**src/rtl/mem_sram_controller_if.sv**
```systemverilog
// MEM-stage request/response bus between the pipeline and the SRAM controller.
interface mem_sram_controller_if;
  logic        rd_en;
  logic        wr_en;
  logic [31:0] address;
  logic [31:0] write_data;
  logic [31:0] read_data;
  logic        ready;

  // Pipeline side: issues word requests, freezes on ~ready.
  modport master (
    output rd_en, wr_en, address, write_data,
    input  read_data, ready
  );

  // Controller side.
  modport slave (
    input  rd_en, wr_en, address, write_data,
    output read_data, ready
  );
endinterface

```
**src/rtl/mem_sram_controller.sv**
```systemverilog
// Multi-cycle bridge from 32-bit MEM-stage word accesses to a 16-bit asynchronous SRAM.
// Each word is split into two half-word accesses (low half first), each held WAIT_CYCLES.
module mem_sram_controller #(
  parameter int unsigned BASE_ADDR   = 1024,
  parameter int unsigned SRAM_AW     = 18,
  parameter int unsigned WAIT_CYCLES = 2
) (
  input  logic                 clk,
  input  logic                 rst,
  mem_sram_controller_if.slave bus,
  output logic [SRAM_AW-1:0]   sram_addr,
  output logic [15:0]          sram_dq_out,
  input  logic [15:0]          sram_dq_in,
  output logic                 sram_dq_oe,
  output logic                 sram_we_n
);

  localparam int unsigned CntW = (WAIT_CYCLES > 1) ? $clog2(WAIT_CYCLES) : 1;
  localparam logic [CntW-1:0] CntLast = CntW'(WAIT_CYCLES - 1);

  typedef enum logic [1:0] {StIdle, StLow, StHigh, StDone} state_e;

  state_e          state_q, state_d;
  logic [CntW-1:0] cnt_q, cnt_d;
  logic            op_wr_q, op_wr_d;
  logic [29:0]     word_addr_q, word_addr_d;
  logic [31:0]     data_q, data_d;
  logic [31:0]     read_data_q, read_data_d;
  logic            last;

  assign last          = (cnt_q == CntLast);
  assign bus.read_data = read_data_q;

  // State and latched-request registers.
  always_ff @(posedge clk or posedge rst) begin
    if (rst) begin
      state_q     <= StIdle;
      cnt_q       <= '0;
      op_wr_q     <= 1'b0;
      word_addr_q <= '0;
      data_q      <= '0;
      read_data_q <= '0;
    end else begin
      state_q     <= state_d;
      cnt_q       <= cnt_d;
      op_wr_q     <= op_wr_d;
      word_addr_q <= word_addr_d;
      data_q      <= data_d;
      read_data_q <= read_data_d;
    end
  end

  // Next-state logic, request latching, read capture and the pipeline ready.
  always_comb begin
    state_d     = state_q;
    cnt_d       = cnt_q;
    op_wr_d     = op_wr_q;
    word_addr_d = word_addr_q;
    data_d      = data_q;
    read_data_d = read_data_q;
    bus.ready   = 1'b0;
    unique case (state_q)
      StIdle: begin
        bus.ready = ~(bus.rd_en | bus.wr_en);
        if (bus.rd_en | bus.wr_en) begin
          // A simultaneous read and write is treated as a write.
          op_wr_d     = bus.wr_en;
          word_addr_d = 30'((bus.address - 32'(BASE_ADDR)) >> 2);
          data_d      = bus.write_data;
          cnt_d       = '0;
          state_d     = StLow;
        end
      end
      StLow: begin
        if (last) begin
          if (!op_wr_q) read_data_d[15:0] = sram_dq_in;
          cnt_d   = '0;
          state_d = StHigh;
        end else begin
          cnt_d = cnt_q + CntW'(1);
        end
      end
      StHigh: begin
        if (last) begin
          if (!op_wr_q) read_data_d[31:16] = sram_dq_in;
          cnt_d   = '0;
          state_d = StDone;
        end else begin
          cnt_d = cnt_q + CntW'(1);
        end
      end
      StDone: begin
        bus.ready = 1'b1;
        state_d   = StIdle;
      end
      default: state_d = StIdle;
    endcase
  end

  // SRAM pins decode from registers only; we_n rises on the last cycle so that
  // address and data stay stable across its rising edge.
  always_comb begin
    sram_addr   = '0;
    sram_dq_out = '0;
    sram_dq_oe  = 1'b0;
    sram_we_n   = 1'b1;
    unique case (state_q)
      StLow: begin
        sram_addr = SRAM_AW'({word_addr_q, 1'b0});
        if (op_wr_q) begin
          sram_dq_out = data_q[15:0];
          sram_dq_oe  = 1'b1;
          sram_we_n   = last;
        end
      end
      StHigh: begin
        sram_addr = SRAM_AW'({word_addr_q, 1'b1});
        if (op_wr_q) begin
          sram_dq_out = data_q[31:16];
          sram_dq_oe  = 1'b1;
          sram_we_n   = last;
        end
      end
      default: ;
    endcase
  end

endmodule

```
**src/flat_wrapper.sv**
```systemverilog
// flat-port wrapper written by rule: the top's interface ports become plain ports
module mem_sram_controller_flat 
#(
  parameter int unsigned BASE_ADDR   = 1024,
  parameter int unsigned SRAM_AW     = 18,
  parameter int unsigned WAIT_CYCLES = 2
)
  (clk, rst, sram_addr, sram_dq_out, sram_dq_in, sram_dq_oe, sram_we_n, bus_rd_en, bus_wr_en, bus_address, bus_write_data, bus_read_data, bus_ready);
  mem_sram_controller_if bus_i ();
  input  logic clk;
  input  logic rst;
  output logic [SRAM_AW-1:0] sram_addr;
  output logic [15:0] sram_dq_out;
  input  logic [15:0] sram_dq_in;
  output logic sram_dq_oe;
  output logic sram_we_n;
  input wire logic [$bits(bus_i.rd_en)-1:0] bus_rd_en;
  input wire logic [$bits(bus_i.wr_en)-1:0] bus_wr_en;
  input wire logic [$bits(bus_i.address)-1:0] bus_address;
  input wire logic [$bits(bus_i.write_data)-1:0] bus_write_data;
  output wire logic [$bits(bus_i.read_data)-1:0] bus_read_data;
  output wire logic [$bits(bus_i.ready)-1:0] bus_ready;
  assign bus_i.rd_en = bus_rd_en;
  assign bus_i.wr_en = bus_wr_en;
  assign bus_i.address = bus_address;
  assign bus_i.write_data = bus_write_data;
  assign bus_read_data = bus_i.read_data;
  assign bus_ready = bus_i.ready;
  mem_sram_controller #(.BASE_ADDR(BASE_ADDR), .SRAM_AW(SRAM_AW), .WAIT_CYCLES(WAIT_CYCLES)) u_core (.clk(clk), .rst(rst), .bus(bus_i), .sram_addr(sram_addr), .sram_dq_out(sram_dq_out), .sram_dq_in(sram_dq_in), .sram_dq_oe(sram_dq_oe), .sram_we_n(sram_we_n));
endmodule
```
**config.mk**
```make
export PLATFORM = sky130hd
export DESIGN_NAME = mem_sram_controller_flat
export DESIGN_NICKNAME = d
export VERILOG_FILES = /design/src/rtl/mem_sram_controller_if.sv /design/src/rtl/mem_sram_controller.sv /design/src/flat_wrapper.sv
export SDC_FILE = /design/constraint.sdc
export NUM_CORES = 1
export LEC_CHECK = 0
export CAP_MARGIN = 0
export CORE_UTILIZATION = 44
export CTS_BUF_LIST = sky130_fd_sc_hd__clkbuf_4 sky130_fd_sc_hd__clkbuf_8
export DETAILED_ROUTE_END_ITERATION = 7
export HOLD_SLACK_MARGIN = 0.12
export PLACE_DENSITY_LB_ADDON = 0.2
export SYNTH_ARGS = -nofsm -noshare
export SYNTH_HDL_FRONTEND = slang
export SYNTH_SLANG_ARGS = --single-unit
```
**constraint.sdc**
```tcl
create_clock -name clk -period 3.35 [get_ports clk]
set_input_delay 0.5025 -clock clk [delete_from_list [all_inputs] [get_ports clk]]
set_output_delay 0.5025 -clock clk [all_outputs]
set_load 0.005 [all_outputs]
```
==> flow_summary.toml <==
[clock_tree]
cts_sinks = 85
clkLatencyLatePin_ps = 340
cts_resized = 0
h-tree-depth = 3
root_buffer = "clkbuf_8"
holdBufCountCts = 0
cts_buffers = 9
post_cts_buffers = 0
cts_tree = "built"
clock_path_buffers = 2
path_clk_slew_ps = 80

[worst_setup_path]
crit_buf_inv = 3
r2r_setup_slack_ps = 1110
start_kind = "flop"
critPathMaxFanout = 17
endpoint_kind = "output pin"
cpPeakStageDelay_ps = 520
crit_cells = 7
crit_chain = "inv_1, ha_1, nor2_1, nor2b_1, buf_4, and2_1, clkdlybuf4s50_1"
cp_slowest_cell = "clkdlybuf4s50_1"
cp_top_family = "buffers and inverters"
required_ps = 2850
reg2regPathDepth = 5
arrival_ps = 2510
worstSetupPathType = "flop to output pin"

[drt]
vias_per_cell = 5.06
drc_errors = 0
ant_nets = 0
firstDrtPassIters = 5
drt-initial-drc-count = 146
drt_wl_total_um = 8850
avgRoutedWirePerCell_um = 14.3
vias = 3140

[final_layout]
drive_above_1_share = 0.124
final_cell_mix = "clkdlybuf4s50_1, nand2_1, dfrtp_1"
layout_commonest_cell = "clkdlybuf4s50_1"
final_area_um2 = 5430
diodes = 0
areaGrowthSynthToFinish_pct = 45.7
fin_cells = 620
fillers = 688
final_util = 0.661
finalNetCount = 600

[placed_design]
dp_cells = 604
gp_congestion = 0.766
io_buffer_count = 137
placed_area_um2 = 5220
post-dp-hpwl_um = 6360

[power_and_ir_drop]
p_sw_mw = 1.61
cell_internal_pwr_mw = 3.25
power_frac_comb = 0.469
switching_share = 0.331
pwr_density_cell_nw_per_um2 = 895
p_clk_frac = 0.161
peakVddDrop_uv = 322
p_seq_frac = 0.370
leakage_nw = 2.44

[timing]
worst_slew_pin_slew_ps = 954
slew_viol_final = 0
fin_skew_ps = 9.65
layout_min_cycle_time_ps = 3010
finalSetupTns_ps = 0
max-slew-margin-rel = 0.362
holdWs_ps = 468
fmax_ghz = 0.332
setup_viol = 0
finalCritPeriodShare = 0.900
hold_viol = 0
rsz0062_at_grt = "no"

[die]
rows = 33
die_h_um = 94.1
io-pin-count = 153
start_util = 0.454
core_area_um2 = 8220
chipWidth_um = 94.1
die_area_um2 = 8850

[logic_synthesis]
syn_inst = 374
syn_nets = 464
synth_edf_count = 0
yosysSeqAreaShare = 0.570
netlist_area_um2 = 3730
synthArstFlopShare = 1.00
synth_area_per_cell_um2 = 9.97
yosysWarnings = 0
synth_cell_type_count = 30
ys_ff_latch = 85
synth_flop_cell = "dfrtp_1"

[hold_path]
whs_path_depth = 2
hp-class = "flop to flop"

[run_status]
status = "finished clean"

[global_routing]
gr-total-overflow = 0
antenna_found_initial = 0
grt_start_max_net_pins = 54
grt_usage = 0.211
grt_pass1_wl_um = 14400
grt_pass1_vias = 3032

[job]
cap_violations = 0
## synthesized netlist by cell type (3+ instances only)
master      n  area, um^2
clkbuf_1   11        41.3
or4_1       3        22.5
and2_1     17         106
a31oi_1     5        31.3
a22oi_1    17         128
dfrtp_1    85        2130
nand2_1   132         495
o21ai_0     6        30.0
buf_2       6        30.0
inv_1       8        30.0
mux2_2     33         372
nor2_1     22        82.6
ha_1        6        75.1
## cell families (layout without fill, tap and decap cells)
group,count (synthesis),count (layout),share of synthesized area
AOI/OAI and AO/OA,36,36,0.0664
xor gates and xnor gates,1,1,0.00235
adders and majority gates,6,6,0.0201
DFF,85,85,0.570
buffers and inverters,27,168,0.0292
muxes,33,33,0.0996
and+or+nand+nor,186,186,0.212
## worst register-to-register path, stage by stage, from the launching register on
cell and delay (ps):
dfrtp_1 410, inv_1 110, ha_1 410, buf_4 260, nand2_1 460, mux2_2 470
## worst paths after layout
kind	startpoint	end
setup / recovery	u_core.state_q[0]	sram_addr[5]
hold / removal	u_core.word_addr_q[7]	u_core.word_addr_q[7]
setup reg to reg	u_core.state_q[1]	u_core.bus.read_data[14]
min in group asynchronous	rst	u_core.word_addr_q[3]
max in group asynchronous	rst	u_core.data_q[6]
hold reg to reg	u_core.word_addr_q[7]	u_core.word_addr_q[7]
## layer usage
metal / wire (um) / vias up / global-route usage / share of wire
met3: 527 / 10 / 0.0421 / 0.060
li1: - / 1498 / - / -
met4: 114 / 0 / 0.0782 / 0.013
met2: 4220 / 113 / 0.344 / 0.48
met5: 0 / - / 0 / 0
met1: 3990 / 1519 / 0.277 / 0.45
## flip-flops by register name (all words and copies together) (netlist names)
name / flops
u_core.word_addr_q: 17
u_core.state_q: 2
u_core.bus.read_data: 32
u_core.data_q: 32
u_core.op_wr_q: 1
u_core.cnt_q: 1
## final cells by class
class                      instances  area, um^2  share of cell area
clock inverter                     5        75.1              0.0138
timing repair buffer             144        1420               0.262
multi-input combinational        262        1510               0.277
clock buffer                      11         139              0.0256
sequential                        85        2130               0.391
tap                              105         131              0.0242
inverter                           8        31.3             0.00576
## per-stage QoR
step                worst slack [ps]  power, mW
finish                           336       4.86
global route                     196       5.23
CTS                              324       4.92
detailed placement               579       4.13
global placement                 605       4.03
floorplan                        654       2.95
## power by group through the flow
| stage | clock network [mW] | registers (mW) | logic [mW] |
|---|---|---|---|
| 6_report | 0.784 | 1.80 | 2.28 |
| 5_1_grt | 0.845 | 1.86 | 2.52 |
| 4_1_cts | 0.803 | 1.80 | 2.32 |
| 3_5_place_dp | 0 | 1.82 | 2.31 |
| 3_3_place_gp | 0 | 1.79 | 2.25 |
| 2_1_floorplan | 0 | 1.78 | 1.16 |
(Power assumes the default switching activity.)
